**config.mk**
```make
export PLATFORM = sky130hd
export DESIGN_NAME = jt49_envelope
export DESIGN_NICKNAME = d
export VERILOG_FILES = /design/src/rtl/jt49_envelope.sv
export SDC_FILE = /design/constraint.sdc
export NUM_CORES = 1
export LEC_CHECK = 0
export ABC_AREA = 1
export BUFFER_PORTS_ARGS = -buffer_cell sky130_fd_sc_hd__buf_2
export CORE_ASPECT_RATIO = 0.8
export CORE_MARGIN = 2
export CORE_UTILIZATION = 30
export DETAILED_ROUTE_END_ITERATION = 8
export HOLD_SLACK_MARGIN = 0.06
export SYNTH_ARGS = -nofsm -noshare
export SYNTH_HDL_FRONTEND = slang
export SYNTH_SLANG_ARGS = --single-unit
```
**constraint.sdc**
```tcl
create_clock -name clk -period 5.1 [get_ports clk]
set_clock_uncertainty 0.1 [all_clocks]
set_input_delay 0.255 -clock clk [delete_from_list [all_inputs] [get_ports clk]]
set_output_delay 0.255 -clock clk [all_outputs]
set_load 0.05 [all_outputs]
```
**src/rtl/jt49_envelope.sv**
```systemverilog
// Envelope generator for the jt49 PSG: walks a level ramp on each step tick
// according to the latched {CONT, ATT, ALT, HOLD} shape bits.
module jt49_envelope #(
  parameter int unsigned ENV_W = 5
) (
  input  logic             clk,
  input  logic             rst,
  input  logic             cen,
  input  logic             step,
  input  logic [3:0]       ctrl,
  input  logic             restart,
  output logic [ENV_W-1:0] env,
  output logic             stopped
);

  localparam logic [ENV_W-1:0] MaxCnt = '1;

  logic [ENV_W-1:0] cnt_q, cnt_d;
  logic [ENV_W-1:0] env_q, env_d;
  logic [3:0]       ctrl_q, ctrl_d;
  logic             inv_q, inv_d;
  logic             stop_q, stop_d;
  logic             zero_q, zero_d;
  logic             step_l_q, step_l_d;
  logic             adv;

  wire cont = ctrl_q[3];
  wire alt  = ctrl_q[1];
  wire hold = ctrl_q[0];

  always_comb begin
    cnt_d    = cnt_q;
    ctrl_d   = ctrl_q;
    inv_d    = inv_q;
    stop_d   = stop_q;
    zero_d   = zero_q;
    // The edge detector only samples on enabled cycles, so an edge seen
    // while cen is low stays pending until the next enabled cycle.
    step_l_d = cen ? step : step_l_q;
    adv      = cen & step & ~step_l_q;

    if (restart) begin
      // Restart swallows any coincident step edge.
      ctrl_d = ctrl;
      cnt_d  = '0;
      inv_d  = ~ctrl[2];
      stop_d = 1'b0;
      zero_d = 1'b0;
    end else if (adv && !stop_q) begin
      if (cnt_q != MaxCnt) begin
        cnt_d = cnt_q + 1'b1;
      end else if (!cont) begin
        stop_d = 1'b1;
        zero_d = 1'b1;
      end else if (hold) begin
        stop_d = 1'b1;
        inv_d  = inv_q ^ alt;
      end else begin
        cnt_d = '0;
        inv_d = inv_q ^ alt;
      end
    end

    env_d = zero_d ? '0 : (cnt_d ^ {ENV_W{inv_d}});
  end

  always_ff @(posedge clk or posedge rst) begin
    if (rst) begin
      cnt_q    <= '0;
      ctrl_q   <= '0;
      inv_q    <= 1'b0;
      stop_q   <= 1'b1;
      zero_q   <= 1'b1;
      step_l_q <= 1'b0;
      env_q    <= '0;
    end else begin
      cnt_q    <= cnt_d;
      ctrl_q   <= ctrl_d;
      inv_q    <= inv_d;
      stop_q   <= stop_d;
      zero_q   <= zero_d;
      step_l_q <= step_l_d;
      env_q    <= env_d;
    end
  end

  assign env     = env_q;
  assign stopped = stop_q;

endmodule

```
==> summary.md, run 1 <==
| Metric | Value |
|---|---|
| Metal3 WL | 71 um |
| TritonRoute pass-1 iters | 4 |
| Final-layout fill cell count | 281 |
| Critical hold path startpoint | cen |
| Post-synth cell types | 21 |
| CP Data Arrival Time | 2.28 ns |
| Core Rows | 17 |
| Clock-pin slew reported for the worst setup and hold paths after clock tree synthesis | 0.07 ns |
| Worst setup slack for register-to-register paths | 2.91 ns |
| Net Count, Synth | 126 |
| Final Hold Violating Endpoints | 0 |
| WL met2 | around 900 um |
| Final routed DRC violation total | 0 |
| Power Internal | approximately 210 uW |
| Worst-case clock buffer depth | 2 |
| Number of top-level pins | 15 |
| Critical Path RT | 5.19 ns |
| Share of layout cells above drive strength 1 | between 20% and 30% |
| Instance count of the mapped netlist | 114 |
| Fmax | ~460 MHz |
| Layout Utilization | between 30% and 40% |
| Power per standard cell area | 286.0 nW/um^2 |
| CTS Sinks | 17 |
| Effective utilization at floorplan | between 30% and 40% |
| Count of buffers added by post-CTS timing repair for setup | 0 |
| Part of the Yosys area used for sequential elements | about 47% |
| Number of antenna violations at the first check in global routing | 0 |
| Via Count | 772 |
| Final nets | 144 |
| Final count of negative-setup-slack endpoints | 0 |
| Critical path endpoint | env[0]$_DFF_PP0_ |
| Clk_lat worst skew | 0.25 ns |
| Headroom to the max-slew limit | 55.02% |
| Sort of element at the start of the critical path | register |
| Transition time at the pin with the least slew margin | 0.6740 ns |
| Pin count of the biggest net entering global routing | 18 |
| Overall power of the completed layout | 306.3 uW |
| Diodes inserted | 0 |
| Weighted congestion reported at the end of routability-driven placement | 0.8394 |
| Time the final worst path needs with I/O delays and setup | 2.190 ns |
| Number of maximum-capacitance constraint violations | 0 |
| Port buffer count | 14 |
| Setup repair after global routing missed its margin | false |
| Total wire length after detailed routing | approximately 1900 um |
| Result of the run | completed |
| Max rail drop VDD | 0.1269 mV |
| Hold WC Path Type | primary input to register |
| Hold-fix buffers, CTS | 1 |
| Leak pwr | roughly 0.00054 uW |
| Die span in x | 65.65 um |
| Worst reg2reg path startpoint | cnt_q[0]$_DFF_PP0_ |
| Average detailed-routed wire length per instance | 11.17 um |
| Yosys warns | 0 |
| Commonest cells after routing, fill and taps aside | nand2_1, nor2_1, dfrtp_1 |
| Sequential fraction of design power | 48.7% |
| Root Driver | clkbuf_8 |
| Syn Std Cell Area | roughly 910 um^2 |
| Count of H-tree levels built during CTS | 1 |
| 1st-iter DRT viols | 19 |
| Critical path start-end classification | register to register |
| End of the worst register-to-register path | env[0]$_DFF_PP0_ |
| Combinational cell fraction of total power | between 10% and 20% |
| Final TNS setup | 0 ns |
| Uppermost metal layer occupied by signal nets | met4 |
| Die area | 3500 um^2 |
| Sw Share | between 30% and 40% |
| Height of the chip | 53.32 um |
| Clock network power share | 32.8% |
| Vias per Instance | 4.568 |
| Antenna-violating nets left | 0 |
| Vias in the first global route | 696 |
| Average instance area after synthesis | 8.001 um^2 |
| Std-Cell Core Area | 2829 um^2 |
| Ratio of final minimum period to clock period | 42.95% |
| Growth of design area from synthesis to finish | 17.42% |
| Placed wire-length estimate after detailed placement | 1373 um |
| Largest fanout on the critical path | 5 |
| Worst setup startpoint | cnt_q[0]$_DFF_PP0_ |
| Commonest non-fill, non-tap cell in the layout | nand2_1 |
| Category of the worst setup path capture point | register |
| Length of routed wiring on met1 | 931 um |
| Global-route congestion overflow total | 0 |
| First-pass GRT wire length | 3146 um |
| Clock tree from TritonCTS | built |
| Final slew viol count | 0 |
| Number of gates resized after cts | 0 |
| TritonCTS Buffers | 3 |
| Flip-flop and latch count after synthesis | 17 |
| Power spent charging and discharging nets | 92.72 uW |
| Worst-case reg-to-reg path depth | 12 |
| Total global routing track utilization | 11.95% |
==> flip-flops by register name, indices dropped and copies added (netlist names) <==
name,count
ctrl_q,3
inv_q,1
cnt_q,5
step_l_q,1
env,5
zero_q,1
stopped,1
==> power groups by stage <==
stage | combinational, uW | clock, uW | sequential, uW
2_1_floorplan | 27.2 | 0 | 167
3_5_place_dp | 56.0 | 0 | 151
6_report | 56.5 | 101 | 149
3_3_place_gp | 55.4 | 0 | 151
5_1_grt | 62.6 | 111 | 150
4_1_cts | 56.6 | 105 | 149
==> cells by family after synthesis <==
kind of cell | Yosys count | share of synthesized area [%]
buffers and inverters | 16 | 7.407
AOI/OAI and AO/OA | 9 | 7.818
adders and majority gates | 3 | 4.116
DFF | 17 | 46.91
and+or+nand+nor | 69 | 33.75
==> critical path: stages (launching register included) <==
cell,delay [ns]
dfrtp_1,0.42
ha_1,0.19
inv_1,0.06
nor3_1,0.23
ha_1,0.32
inv_1,0.07
nor2_1,0.15
nand3_1,0.13
nand2_2,0.14
nand2_1,0.07
nand2_2,0.10
nor2_1,0.05
nor2_1,0.10
==> worst min path at each step <==
| stage | end | slack, ns | cells past startpoint |
|---|---|---|---|
| floorplan | cnt_q[0]$_DFF_PP0_ | 0.08 | 1 |
| global placement | env[3]$_DFF_PP0_ | 0.27 | 2 |
| detailed placement | env[3]$_DFF_PP0_ | 0.28 | 2 |
| CTS | step_l_q$_DFFE_PP0P_ | 0.10 | 2 |
| global route | step_l_q$_DFFE_PP0P_ | 0.10 | 2 |
| finish | step_l_q$_DFFE_PP0P_ | 0.10 | 2 |
==> metal layers <==
metal | vias to the layer above | track usage [%]
li1 | 392 | -
met1 | 362 | 16.04
met2 | 16 | 18.52
met3 | 2 | 3.404
met4 | 0 | 3.819
met5 | - | 0
==> synth_stat cells (all sizes together) <==
cell	number	share of area (%)
nand3	10	6.6
a21oi	5	4.4
dfstp	2	5.8
or2	1	0.69
ha	3	4.1
o21ai	3	1.6
a32oi	1	1.8
nor3	1	0.55
inv	14	5.8
buf	2	1.6
nand4	3	2.1
nor2	18	8.5
dfrtp	15	41
nand2	36	15
==> through the flow <==
step,setup WS [ns],hold slack [ns],std cells,area [um^2]
finish,2.910,0.1046,169,1071
floorplan,3.231,0.07961,114,912.1
CTS,2.902,0.1006,169,1071
global placement,3.039,0.2693,164,1015
global route,2.691,0.1008,169,1071
detailed placement,2.924,0.2797,164,1015
==> area by class of cell <==
cell class              count  area, um^2  share of cell area, %
multi-input cells          81       416.7                  38.90
well taps                  38       47.55                  4.439
inverters                  14       52.55                  4.907
repair buffers             15       80.08                  7.477
flip-flops and latches     17       427.9                  39.95
clock inverters             1       5.005                 0.4673
clock buffers               3       41.29                  3.855
(Power assumes the default switching activity.)
==> run 2: changes to the inputs <==
==> constraint.sdc (replaced) <==
create_clock -name clk -period 2.09 [get_ports clk]
set_clock_uncertainty 0.1 [all_clocks]
set_input_delay 0.1045 -clock clk [delete_from_list [all_inputs] [get_ports clk]]
set_output_delay 0.1045 -clock clk [all_outputs]
set_load 0.05 [all_outputs]
==> run 2 against run 1 <==
Compared with the run above:
- setup slack worse by 2.8 ns
- critical path depth grew 1
- flip-flop and latch count unchanged
- cell count grew 5.3%
- routed wire length grew 6.5%
- sequential share of layout area is 4.0 points lower
- final area rose by 11%
- maximum frequency increased by 9.4%
- non-clock buffer count up 9
- power increased to 2.5 times the previous value
- critical path type unchanged
- largest power group unchanged
==> summary.md, run 2 (synthesis results as in run 1) <==
| Metric | Value |
|---|---|
| Result of the run | completed |
| 1st-iter DRT viols | 15 (-4) |
| Final Hold Violating Endpoints | 0 (unchanged) |
| Via Count | 815 (+5.6%) |
| Headroom to the max-slew limit | 57.91% (+2.9 points) |
| Critical Path RT | 2.14 ns (-3.05 ns) |
| Worst slack at placement | -0.01388 ns (-2.938 ns) |
| Pin count of the biggest net entering global routing | 18 (unchanged) |
| Growth of design area from synthesis to finish | 30.32% |
| Final nets | 153 (+6.3%) |
| Global-route congestion overflow total | 0 (unchanged) |
| First-pass GRT wire length | 3408 um (+8.3%) |
| Final-layout fill cell count | 298 (+6.0%) |
| Commonest non-fill, non-tap cell in the layout | nand2_1 |
| Met2 demand-to-capacity share in global routing | 21.72% (+3.2 points) |
| Antenna-violating nets left | 0 (unchanged) |
| Port buffer count | 14 (unchanged) |
| Effective utilization at floorplan | 32.24% (unchanged) |
| Transition time at the pin with the least slew margin | 0.6306 ns (-0.04338 ns) |
| Final count of negative-setup-slack endpoints | 0 (unchanged) |
| Layout Utilization | 42.02% (+4.2 points) |
| GR met3 Demand/Resource | 4.468% (+1.1 points) |
| Height of the chip | 53.32 um (unchanged) |
| Grt peak-use layer | met2 |
| Number of maximum-capacitance constraint violations | 0 (unchanged) |
| Final TNS setup | 0 ns (unchanged) |
| Max rail drop VDD | 0.4336 mV (+240%) |
| Critical hold path startpoint | ctrl[2] |
| Clock tree from TritonCTS | built |
| Time the final worst path needs with I/O delays and setup | 2.003 ns (-0.1878 ns) |
| Final routed DRC violation total | 0 (unchanged) |
| Worst path most repeated cell | nand2_4 |
| Setup repair after global routing missed its margin | true |
| End of the worst register-to-register path | env[0]$_DFF_PP0_ |
| Core Rows | 17 (unchanged) |
| WHS Endpoint | inv_q$_DFF_PP0_ |
| Leak pwr | 0.0005829 uW (+7.8%) |
| Slowest Stage Delay on Critical Path | 0.38 ns (-0.04 ns) |
| Clock network power share | 32.4% (-0.4 points) |
| Sequential fraction of design power | 47.2% (-1.5 points) |
| Die area | 3500 um^2 (unchanged) |
| Clk_lat worst skew | 0.25 ns (about the same) |
| Count of H-tree levels built during CTS | 1 (unchanged) |
| Std-Cell Core Area | 2829 um^2 (unchanged) |
| TritonCTS Buffers | 3 (unchanged) |
| Final slew viol count | 0 (unchanged) |
| Critical Path Slowest Stage Cell | dfrtp_1 |
| Worst setup startpoint | cnt_q[1]$_DFF_PP0_ |
| Share of layout cells above drive strength 1 | 34.29% (+6.8 points) |
| Total wire length after detailed routing | 2010 um (+6.5%) |
| Number of top-level pins | 15 (unchanged) |
| Final setup margin | 0.08739 ns (-2.822 ns) |
| Power per standard cell area | 647.9 nW/um^2 (+130%) |
| Cell depth of the worst hold path | 3 (+1) |
| Root Driver | clkbuf_8 |
| Sw Share | 30.73% (+0.46 points) |
| Diodes inserted | 0 (unchanged) |
| Critical path start-end classification | register to register |
| Worst reg2reg path startpoint | cnt_q[1]$_DFF_PP0_ |
| Combinational cell fraction of total power | 20.4% (+2.0 points) |
| Category of the worst setup path capture point | register |
| Worst-case reg-to-reg path depth | 13 (+1) |
| Commonest cells after routing, fill and taps aside | nand2_1, dfrtp_1, nor2_1, buf_2, inv_1 |
| Hold WC Path Type | primary input to register |
| Global routing usage on met1 | 16.56% (+0.52 points) |
| Final worst hold slack | 0.06415 ns (-0.04042 ns) |
| Worst setup slack for register-to-register paths | 0.09 ns (-2.82 ns) |
| CP Data Arrival Time | 2.05 ns (-0.23 ns) |
| Total global routing track utilization | 13.33% (+1.4 points) |
| Worst-case clock buffer depth | 2 (unchanged) |
| Weighted congestion reported at the end of routability-driven placement | 0.7686 (-8.4%) |
| Largest fanout on the critical path | 5 (unchanged) |
| Sort of element at the start of the critical path | register |
| Ratio of final minimum period to clock period | 95.82% (+53 points) |
| TritonRoute pass-1 iters | 4 (unchanged) |
| Vias per Instance | 4.579 (+0.23%) |
| CTS Sinks | 17 (unchanged) |
| Series of cell instances along the critical path | ha_2, inv_1, nor3_2, ha_2, inv_1, nor2_2, nand2_1, nand2_2, nand2_4, nand2_4, nand2_4, nor2_2, nor2_1 |
| Average detailed-routed wire length per instance | 11.29 um (+1.1%) |
| Clock-pin slew reported for the worst setup and hold paths after clock tree synthesis | 0.07 ns (about the same) |
| Die span in x | 65.65 um (unchanged) |
| Fmax | 499.3 MHz (+9.4%) |
| Power Internal | 533.5 uW (+150%) |
| Power spent charging and discharging nets | 236.7 uW (+160%) |
| Number of antenna violations at the first check in global routing | 0 (unchanged) |
| Vias in the first global route | 787 (+13%) |
| Placed wire-length estimate after detailed placement | 1402 um (+2.2%) |
run 2: changes by cell type in the layout (fill, tap and decap cells not counted), sizes merged:
cell         previous run  this run
dlygate4sd3             1         6
buf                    14        18
run 2: power groups by stage:
stage	clock (uW)	sequential, uW	combinational, uW
floorplan	0	407	66.5
global placement	0	369	136
detailed placement	0	369	138
CTS	258	364	148
global route	277	366	174
finish	250	363	157
run 2: per-stage QoR:
step                      std cells  power [uW]  area [um^2]
after floorplan                 114       473.9        912.1
after global placement          165       504.6         1022
after detailed placement        165       506.5         1022
after CTS                       175       769.5         1134
after global routing            178       817.9         1189
final                           178       770.2         1189
run 2: worst max-delay path by stage:
stage,cells after the start,slack (ns),endpoint
after global placement,13,0.14,env[4]$_DFF_PP0_
after detailed placement,13,-0.01,env[0]$_DFF_PP0_
after global routing,13,-0.03,env[0]$_DFF_PP0_
after CTS,13,0.06,env[0]$_DFF_PP0_
final,13,0.09,env[0]$_DFF_PP0_
after floorplan,13,0.22,env[0]$_DFF_PP0_
run 2: worst max-delay path, delay by kind of cell (launching register included):
kind                       cells  cell delay (ns)
adders and majority gates      2             0.43
DFF                            1             0.38
buffers and inverters          2             0.11
and+or+nand+nor                9             0.88
run 2: repair_timing:
action,4_1_cts,5_1_grt
setup buffers,0,3
hold buffers,6,0
pin swaps,0,9
hold endpoints to repair,19,0
endpoints found under the setup margin,4,6
resized for setup,1,10
run 2: cell type report:
cell class / count / area, um^2 / area share [%]
Clock inverter: 1 / 5.005 / 0.4211
Timing Repair Buffer: 24 / 160.2 / 13.47
Clock buffer: 3 / 41.29 / 3.474
Inverter: 14 / 52.55 / 4.421
Multi-Input combinational cell: 81 / 454.2 / 38.21
Tap cell: 38 / 47.55 / 4.000
Sequential cell: 17 / 427.9 / 36.00
run 2: metal layers:
metal / vias to the layer above / wire length (um)
met4: 0 / 23
met1: 387 / 943
li1: 413 / -
met5: - / 0
met2: 11 / 973
met3: 4 / 69
==> run 3: changes to the inputs <==
==> constraint.sdc (replaced) <==
create_clock -name clk -period 1.95 [get_ports clk]
set_clock_uncertainty 0.1 [all_clocks]
set_input_delay 0.0975 -clock clk [delete_from_list [all_inputs] [get_ports clk]]
set_output_delay 0.0975 -clock clk [all_outputs]
set_load 0.05 [all_outputs]
==> run 3 against run 2 <==
Compared with the run above:
- non-clock buffer count rose by 3
- clock-buffer cell count increased by 1
- critical path type unchanged
- power rose by 8.1%
- via count is 2.6% higher
- final area grew 5.4%
- sequential power up 7.4%
- largest power group unchanged
==> summary.md, run 3 (synthesis results as in run 1) <==
| Metric | Value |
|---|---|
| Number of antenna violations at the first check in global routing | 0 (unchanged) |
| Critical Path RT | 1.99 ns (-0.15 ns) |
| Transition time at the pin with the least slew margin | 0.6257 ns (-0.004902 ns) |
| Final routed DRC violation total | 0 (unchanged) |
| Die span in x | 65.65 um (unchanged) |
| Total wire length after detailed routing | 2127 um (+5.8%) |
| First-pass GRT wire length | 3146 um (-7.7%) |
| Power per standard cell area | 664.5 nW/um^2 (+2.6%) |
| Final setup margin | 0.04248 ns (-0.04491 ns) |
| Global-route congestion overflow total | 0 (unchanged) |
| Setup repair after global routing missed its margin | true |
| Port buffer count | 14 (unchanged) |
| Final-layout fill cell count | 292 (-2.0%) |
| Weighted congestion reported at the end of routability-driven placement | 0.8047 (+4.7%) |
| Total global routing track utilization | 12.21% (-1.1 points) |
| Core Rows | 17 (unchanged) |
| Fmax | 524.2 MHz (+5.0%) |
| Max rail drop VDD | 0.3931 mV (-9.4%) |
| Average detailed-routed wire length per instance | 11.75 um (+4.1%) |
| Final slew viol count | 0 (unchanged) |
| Sort of element at the start of the critical path | register |
| Final Hold Violating Endpoints | 0 (unchanged) |
| Placed wire-length estimate after detailed placement | 1465 um (+4.5%) |
| Number of top-level pins | 15 (unchanged) |
| Hold WC Path Type | primary input to register |
| TritonRoute pass-1 iters | 4 (unchanged) |
| Antenna-violating nets left | 0 (unchanged) |
| Share of layout cells above drive strength 1 | 39.86% (+5.6 points) |
| Layout Utilization | 44.27% (+2.3 points) |
| Final nets | 156 (+2.0%) |
| Final count of negative-setup-slack endpoints | 0 (unchanged) |
| 1st-iter DRT viols | 24 (+9) |
| Root Driver | clkbuf_8 |
| Ratio of final minimum period to clock period | 97.82% (+2.0 points) |
| Critical path start-end classification | register to register |
| TritonCTS Buffers | 3 (unchanged) |
| Vias per Instance | 4.619 (+0.88%) |
| Post-detailed-placement cell area | 1045 um^2 (+2.2%) |
| Clock tree from TritonCTS | built |
| Final worst hold slack | 0.05250 ns (-0.01165 ns) |
| Category of the worst setup path capture point | register |
| Result of the run | completed |
| CTS Sinks | 17 (unchanged) |
| Number of maximum-capacitance constraint violations | 0 (unchanged) |
| Count of H-tree levels built during CTS | 1 (unchanged) |
| Largest fanout on the critical path | 5 (unchanged) |
| Std-Cell Core Area | 2829 um^2 (unchanged) |
| CP Data Arrival Time | 1.95 ns (-0.10 ns) |
| Worst slack at placement | -0.02230 ns (-0.008417 ns) |
| Clock-pin slew reported for the worst setup and hold paths after clock tree synthesis | 0.06 ns (about the same) |
| Die area | 3500 um^2 (unchanged) |
| Via Count | 836 (+2.6%) |
| Clk_lat worst skew | 0.25 ns (about the same) |
| Final TNS setup | 0 ns (unchanged) |
| Pin count of the biggest net entering global routing | 18 (unchanged) |
| Effective utilization at floorplan | 32.24% (unchanged) |
| Growth of design area from synthesis to finish | 37.31% |
| Time the final worst path needs with I/O delays and setup | 1.908 ns (-0.09509 ns) |
| Diodes inserted | 0 (unchanged) |
| Commonest cells after routing, fill and taps aside | nand2_1, nor2_1, dfrtp_1 |
| Height of the chip | 53.32 um (unchanged) |
| Commonest non-fill, non-tap cell in the layout | nand2_1 |
| Leak pwr | 0.0006165 uW (+5.7%) |
| Headroom to the max-slew limit | 58.24% (+0.33 points) |
| Worst-case clock buffer depth | 2 (unchanged) |
| Final Instance Area | 1252 um^2 (+5.4%) |
| Vias in the first global route | 743 (-5.6%) |
## run 3: cell types whose count changed in the layout (fill, tap and decap cells not counted), sizes merged
cell / before / now
clkinv: 1 / 0
buf: 18 / 21
clkbuf: 3 / 4
## run 3: area by class of cell
class,instances,area (um^2),area share (%)
Multi-Input combinational cell,81,493.0,39.36
Sequential cell,17,427.9,34.17
Timing Repair Buffer,27,186.4,14.89
Inverter,14,52.55,4.196
Tap cell,38,47.55,3.796
Clock buffer,4,45.04,3.596
## run 3: critical path: stages (launching register included)
cell     delay [ns]
dfrtp_1        0.35
ha_2           0.19
inv_2          0.05
nor3_4         0.18
ha_2           0.22
inv_2          0.05
nor2_4         0.10
nand2_2        0.07
nand2_2        0.12
nand2_4        0.09
nand2_4        0.07
nand2_4        0.06
nor2_1         0.10
nor2_1         0.05
## run 3: stage by stage
stage               total power, uW  std cells
finish                        832.3        181
global route                  873.3        181
CTS                           818.4        178
detailed placement            547.3        168
global placement              543.8        168
floorplan                     507.9        114
## run 3: what timing repair did
action / in CTS / in global routing
buffers inserted: 0 / 3
resized for setup: 2 / 20
pin swaps: 0 / 11
setup endpoints to repair: 5 / 6
endpoints found under the hold margin: 19 / 0
hold buffers: 6 / 0
## run 3: where the power goes
part / internal (uW) / total [uW] / leakage (uW) / switching (uW)
clock network: 145 / 262 / 0.0000228 / 117
logic: 57.2 / 180 / 0.000385 / 123
registers: 378 / 390 / 0.000209 / 11.9
total: 580 / 832 / 0.000616 / 252
## run 3: metal layers
layer  wire length, um  global-route usage [%]
met1               995                   15.58
met2              1011                   18.69
met3                70                   2.553
met4                49                   7.986
met5                 0                       0
## run 3: worst paths after layout
check	startpoint	endpoint	slack [ns]	cells past startpoint
worst max-delay path	cnt_q[1]$_DFF_PP0_	env[4]$_DFF_PP0_	0.04	13
worst min-delay path	ctrl[2]	inv_q$_DFF_PP0_	0.05	3
worst max register to register	cnt_q[1]$_DFF_PP0_	env[4]$_DFF_PP0_	0.04	13
worst min register to register	ctrl_q[1]$_DFFE_PP0P_	ctrl_q[1]$_DFFE_PP0P_	0.39	2
max in group asynchronous	rst	env[0]$_DFF_PP0_	0.98	3
min in group asynchronous	rst	env[3]$_DFF_PP0_	0.36	3
